--- config.mk ---
export PLATFORM = sky130hd
export DESIGN_NAME = led_pwm_driver_flat
export DESIGN_NICKNAME = d
export VERILOG_FILES = /design/src/rtl/led_pkg.sv /design/src/rtl/led_pwm_driver_if.sv /design/src/rtl/pwm_timebase.sv /design/src/rtl/led_pwm_driver.sv /design/src/flat_wrapper.sv
export SDC_FILE = /design/constraint.sdc
export NUM_CORES = 1
export LEC_CHECK = 0
export CORE_ASPECT_RATIO = 0.7
export CORE_MARGIN = 2
export CORE_UTILIZATION = 30
export CTS_CLUSTER_DIAMETER = 40
export DETAILED_ROUTE_END_ITERATION = 8
export SETUP_SLACK_MARGIN = 0.15
export SLEW_MARGIN = 10
export SYNTH_ARGS = -nofsm -noshare
export SYNTH_HDL_FRONTEND = slang
export SYNTH_HIERARCHICAL = 1
export SYNTH_SLANG_ARGS = --single-unit
--- constraint.sdc ---
create_clock -name clk -period 2.08 [get_ports clk]
set_input_delay 0.208 -clock clk [delete_from_list [all_inputs] [get_ports clk]]
set_output_delay 0.208 -clock clk [all_outputs]
set_load 0.005 [all_outputs]
--- src/rtl/led_pkg.sv ---
// Shared constants and the pattern/duty record for the LED PWM driver.
package led_pkg;
  localparam int LED_COUNT        = 6;
  localparam int DEF_PWM_BITS     = 4;
  localparam int DEF_PRESCALE     = 64;
  localparam int DEF_BLINK_TICKS  = 13500000;
  // The duty field is sized for the widest supported PWM counter. Narrower
  // builds zero-extend into it, so one record type serves every PWM_BITS.
  localparam int DUTY_W_MAX       = 8;

  typedef struct packed {
    logic [LED_COUNT-1:0]  pattern;
    logic [DUTY_W_MAX-1:0] duty;
  } led_cfg_t;
endpackage

--- src/rtl/led_pwm_driver_if.sv ---
// Core-side load/ready bus of the LED PWM driver, plus the LED pins.
interface led_pwm_driver_if #(parameter int PWM_BITS = 4);
  import led_pkg::*;

  logic [LED_COUNT-1:0] value;
  logic [PWM_BITS-1:0]  duty;
  logic                 load;
  logic                 ready;
  logic                 blink;
  logic [LED_COUNT-1:0] led;

  modport master (output value, duty, load, blink, input ready, led);
  modport slave  (input value, duty, load, blink, output ready, led);
endinterface

--- src/rtl/pwm_timebase.sv ---
// Prescaler plus PWM counter. Produces a one-cycle tick every PRESCALE
// clocks and a period_start strobe on the last tick of each PWM period.
module pwm_timebase #(
  parameter int PRESCALE = 64,
  parameter int PWM_BITS = 4
) (
  input  logic                clk,
  input  logic                reset,
  output logic                tick,
  output logic                period_start,
  output logic [PWM_BITS-1:0] pwm_cnt
);
  localparam int PS_W = (PRESCALE > 1) ? $clog2(PRESCALE) : 1;

  logic [PS_W-1:0] prescaler;

  assign tick         = (prescaler == PS_W'(PRESCALE - 1));
  assign period_start = tick && (pwm_cnt == '1);

  // Prescaler wraps at PRESCALE-1; PWM counter advances on tick and wraps naturally.
  always_ff @(posedge clk or posedge reset) begin
    if (reset) begin
      prescaler <= '0;
      pwm_cnt   <= '0;
    end else begin
      prescaler <= tick ? '0 : prescaler + 1'b1;
      if (tick) pwm_cnt <= pwm_cnt + 1'b1;
    end
  end
endmodule

--- src/rtl/led_pwm_driver.sv ---
// LED PWM driver: captures pattern+brightness through a load/ready
// handshake into a shadow register, swaps it in at a PWM period boundary
// so a period never mixes old and new data, and drives registered PWM.
// Optional blink gate: define LED_PWM_BLINK_EN.
module led_pwm_driver
  import led_pkg::*;
#(
  parameter int PRESCALE    = DEF_PRESCALE,
  parameter int PWM_BITS    = DEF_PWM_BITS,
  parameter int BLINK_TICKS = DEF_BLINK_TICKS,
  parameter bit ACTIVE_LOW  = 1'b1
) (
  input  logic             clk,
  input  logic             reset,
  led_pwm_driver_if.slave  bus
);
  if (PRESCALE < 1 || BLINK_TICKS < 1 || PWM_BITS < 1 || PWM_BITS > DUTY_W_MAX) begin : g_bad_cfg
    $error("led_pwm_driver: unsupported parameter combination");
  end

  logic                 tick, period_start;
  logic [PWM_BITS-1:0]  pwm_cnt;
  led_cfg_t             shadow, active;
  logic                 pending;
  logic                 apply, accept;
  logic                 on, gate;
  logic [LED_COUNT-1:0] led_next, led_q;

  pwm_timebase #(.PRESCALE(PRESCALE), .PWM_BITS(PWM_BITS)) u_timebase (
    .clk          (clk),
    .reset        (reset),
    .tick         (tick),
    .period_start (period_start),
    .pwm_cnt      (pwm_cnt)
  );

  assign bus.ready = !pending;
  // Apply wins over accept: while pending, ready is low so a load is ignored.
  assign apply     = tick && period_start && pending;
  assign accept    = bus.load && !pending;

  // Shadow capture on accept; shadow -> active only at a period boundary.
  always_ff @(posedge clk or posedge reset) begin
    if (reset) begin
      shadow  <= '0;
      active  <= '0;
      pending <= 1'b0;
    end else if (apply) begin
      active  <= shadow;
      pending <= 1'b0;
    end else if (accept) begin
      shadow.pattern <= bus.value;
      shadow.duty    <= DUTY_W_MAX'(bus.duty);
      pending        <= 1'b1;
    end
  end

  // All-ones duty is a true 100%; otherwise the last count of the period would be dark.
  assign on = (active.duty == DUTY_W_MAX'({PWM_BITS{1'b1}})) ||
              (DUTY_W_MAX'(pwm_cnt) < active.duty);

`ifdef LED_PWM_BLINK_EN
  localparam int BW = (BLINK_TICKS > 1) ? $clog2(BLINK_TICKS) : 1;
  logic [BW-1:0] blink_cnt;
  logic          phase;

  // Free-running blink half-period counter; phase flips at terminal count.
  always_ff @(posedge clk or posedge reset) begin
    if (reset) begin
      blink_cnt <= '0;
      phase     <= 1'b1;
    end else if (blink_cnt == BW'(BLINK_TICKS - 1)) begin
      blink_cnt <= '0;
      phase     <= ~phase;
    end else begin
      blink_cnt <= blink_cnt + 1'b1;
    end
  end

  assign gate = bus.blink ? phase : 1'b1;
`else
  assign gate = 1'b1;
`endif

  assign led_next = active.pattern & {LED_COUNT{on & gate}};

  // Output register keeps the pins glitch-free; reset forces all LEDs dark.
  always_ff @(posedge clk or posedge reset) begin
    if (reset) led_q <= {LED_COUNT{ACTIVE_LOW}};
    else       led_q <= ACTIVE_LOW ? ~led_next : led_next;
  end

  assign bus.led = led_q;
endmodule

--- src/flat_wrapper.sv ---
// flat-port wrapper written by rule: the top's interface ports become plain ports
module led_pwm_driver_flat import led_pkg::*;
#(
  parameter int PRESCALE    = DEF_PRESCALE,
  parameter int PWM_BITS    = DEF_PWM_BITS,
  parameter int BLINK_TICKS = DEF_BLINK_TICKS,
  parameter bit ACTIVE_LOW  = 1'b1
)
  (clk, reset, bus_value, bus_duty, bus_load, bus_blink, bus_ready, bus_led);
  led_pwm_driver_if #(.PWM_BITS(PWM_BITS)) bus_i ();
  input  logic clk;
  input  logic reset;
  input wire logic [$bits(bus_i.value)-1:0] bus_value;
  input wire logic [$bits(bus_i.duty)-1:0] bus_duty;
  input wire logic [$bits(bus_i.load)-1:0] bus_load;
  input wire logic [$bits(bus_i.blink)-1:0] bus_blink;
  output wire logic [$bits(bus_i.ready)-1:0] bus_ready;
  output wire logic [$bits(bus_i.led)-1:0] bus_led;
  assign bus_i.value = bus_value;
  assign bus_i.duty = bus_duty;
  assign bus_i.load = bus_load;
  assign bus_i.blink = bus_blink;
  assign bus_ready = bus_i.ready;
  assign bus_led = bus_i.led;
  led_pwm_driver #(.PRESCALE(PRESCALE), .PWM_BITS(PWM_BITS), .BLINK_TICKS(BLINK_TICKS), .ACTIVE_LOW(ACTIVE_LOW)) u_core (.clk(clk), .reset(reset), .bus(bus_i));
endmodule
==> flow_summary.json <==
{
  "outcome": "finished clean",
  "setup_viol": 0,
  "synth_cell_types": 25,
  "grt_use_met1_pct": 12.2,
  "syn_to_final_growth_pct": 27.1,
  "grt_pass1_wl_um": 4660,
  "relSlewSlack_pct": 59.1,
  "cts-root-buf": "clkbuf_8",
  "cts_setup_buffers": 0,
  "start_util_pct": 30.6,
  "drt_iter0_markers": 57,
  "layout.cells.non_filler": 211,
  "pin_count": 21,
  "crit_type": "reg2reg",
  "grt_pass1_vias": 1014,
  "core_area_mm2": 0.00515,
  "synth_nets": 128,
  "crit_chain": "ha_1 > nand2_1 > nor2_8 > and4_1 > nand3_2 > buf_12 > mux2_2",
  "yosysWarningCount": 6,
  "path_buf_inv": 1,
  "p_total_mw": 1.47,
  "max_stage_delay_ns": 0.42,
  "dp_cells": 203,
  "clock_latency_ns": 0.29,
  "grt-busiest-layer": "met2",
  "placed_area_mm2": 0.00188,
  "end_kind": "register",
  "postSynthAreaPerCell_um2": 14.5,
  "tns_ns": 0,
  "cts_sinks": 37,
  "dpl_worst_slack_ns": 0.310,
  "synth.yosys.seq_area_share_pct": 59.2,
  "max_freq_ghz": 0.559,
  "worst_slack_ns": 0.292,
  "use_met2_pct": 16.8,
  "cp.required_ns": 2.25,
  "critical_path.max_fanout": 11,
  "dr.pass1.iters": 4,
  "multi_input_area_um2": 598,
  "die_w_um": 90.6,
  "antenna_found_initial": 0,
  "port_buffers": 19,
  "synth-seq-cells": 37,
  "drc": 0,
  "power.density_mw_per_mm2": 731,
  "fill_cells": 493,
  "hold_slack_ns": 0.230,
  "ant_nets": 0,
  "vdd_ir_drop_max_mv": 0.286,
  "fin_skew_ns": 0.00437,
  "track_usage_pct": 10.3,
  "grt_overflow": 0,
  "min_period_over_period_pct": 86.0,
  "nets": 157,
  "wl_per_cell_um": 12.8,
  "grt_use_met3_pct": 3.02,
  "regArea_um2": 933,
  "cts_tree": "built",
  "path_delay_family": "simple AND/OR/NAND/NOR gates",
  "yosys-top-cells-area": "dfrtp_1 (49%), dfstp_2 (10%), mux2_4 (9.5%), mux2_2 (7.9%), ha_1 (4.0%)",
  "vias": 898,
  "place_congestion": 0.767,
  "hold_viol": 0,
  "synth_top_cell_by_area": "dfrtp_1",
  "die-area_mm2": 0.00586,
  "layout-drive-gt1-share_pct": 31.7,
  "die_h_um": 64.7,
  "fin_crit_ns": 1.79,
  "finish.utilization_pct": 38.9,
  "power.leakage_nw": 0.923,
  "synthCells": 109,
  "hp-class": "in2async",
  "syn_area_mm2": 0.00158,
  "viasPerCell": 4.26,
  "clk_pin_slew_worst_paths_ns": 0.07,
  "slew_viol_final": 0,
  "rsz0062_at_grt": "no",
  "rows": 22,
  "grt_start_max_net_pins": 28,
  "start_kind": "register",
  "n_antenna_cell": 0,
  "cp_slowest_cell": "dfrtp_1",
  "cts-resized-gates": 0,
  "cts_buffer_depth": 2,
  "critPathArrivalTime_ns": 1.96,
  "synth_top_area_share_pct": 49.2,
  "postCtsHoldBufs": 0,
  "worst_pin_slew_ns": 0.609,
  "totalWireLength_um": 2710,
  "maxCapViolations": 0,
  "fin_area_mm2": 0.00200,
  "cts-buffers-inserted": 5,
  "htree_levels": 2
}
## cell families (layout without fill, tap and decap cells)
kind of cell | Yosys count | after routing | synth area share, %
flops | 37 | 37 | 59.2
mux | 21 | 21 | 17.4
fa+ha+maj | 5 | 5 | 3.97
compound gates | 13 | 13 | 4.76
simple gates | 19 | 19 | 8.49
xor+xnor | 6 | 6 | 3.33
buf+inv | 8 | 38 | 2.86
## where the power goes
part / internal (mW) / leakage (nW) / switching [mW] / total [mW]
Clock: 0.390 / 0.0574 / 0.255 / 0.645
Sequential: 0.745 / 0.457 / 0.0125 / 0.757
Combinational: 0.0400 / 0.408 / 0.0232 / 0.0633
## sequential cells by signal (all words and copies together) (netlist names)
register,flops
u_core/shadow,10
u_core/u_timebase/pwm_cnt,4
u_core/bus.led,6
u_core/active,10
u_core/pending,1
u_core/u_timebase/prescaler,6
## area by class of cell
| cell class | count | area share [%] |
|---|---|---|
| inverter | 6 | 1.12 |
| tap | 72 | 4.49 |
| timing repair buffer | 24 | 12.0 |
| clock buffer | 6 | 4.12 |
| sequential | 37 | 46.6 |
| clock inverter | 2 | 1.87 |
| multi-input combinational | 64 | 29.8 |
## synth_stat cells
| cell | n |
|---|---|
| nor3_2 | 1 |
| buf_6 | 2 |
| xnor2_1 | 1 |
| inv_1 | 6 |
| nand2_1 | 3 |
| o211ai_1 | 1 |
| nor2_8 | 1 |
| nand3_2 | 1 |
| mux2_4 | 10 |
| and4_1 | 1 |
| a21oi_1 | 2 |
| nor3_1 | 1 |
| dfrtp_1 | 31 |
| nor2_1 | 3 |
| nand3_4 | 1 |
| o31ai_1 | 1 |
| ha_1 | 5 |
| o21ai_0 | 7 |
| nor2b_1 | 2 |
| nand3_1 | 4 |
| mux2_2 | 11 |
| xor2_1 | 5 |
| dfstp_2 | 6 |
| nor3b_1 | 1 |
| o21a_1 | 2 |
## final timing paths
path | from | slack (ns) | cells past startpoint | endpoint
worst max-delay path | u_core/u_timebase/prescaler[0]$_DFF_PP0_ | 0.29 | 7 | u_core/active[10]$_DFFE_PP0P_
worst min-delay path | reset | 0.23 | 2 | u_core/u_timebase/pwm_cnt[3]$_DFFE_PP0N_
worst max register to register | u_core/u_timebase/prescaler[0]$_DFF_PP0_ | 0.29 | 7 | u_core/active[10]$_DFFE_PP0P_
worst min register to register | u_core/active[10]$_DFFE_PP0P_ | 0.43 | 1 | u_core/bus.led[2]$_DFF_PP1_
max in group asynchronous | reset | 1.48 | 3 | u_core/bus.led[0]$_DFF_PP1_
min in group clk | u_core/active[10]$_DFFE_PP0P_ | 0.43 | 1 | u_core/bus.led[2]$_DFF_PP1_
## layout by cell type (no fill, tap or decap), types with 2 or more instances in the layout
cell	count
a21oi_1	2
buf_4	4
clkbuf_8	6
clkdlybuf4s50_1	19
dfrtp_1	31
dfstp_2	6
ha_1	5
inv_1	6
mux2_2	11
mux2_4	10
nand2_1	3
nand3_1	4
nor2_1	3
nor2b_1	2
o21a_1	2
o21ai_0	7
xor2_1	5
## metal layers
metal | share of wire (%) | wire [um] | vias to the layer above
li1 | - | - | 436
met1 | 46 | 1250 | 441
met2 | 48 | 1290 | 16
met3 | 3.9 | 105 | 5
met4 | 2.4 | 64 | 0
met5 | 0 | 0 | -
No activity file was read; power rests on OpenSTA's default activity.
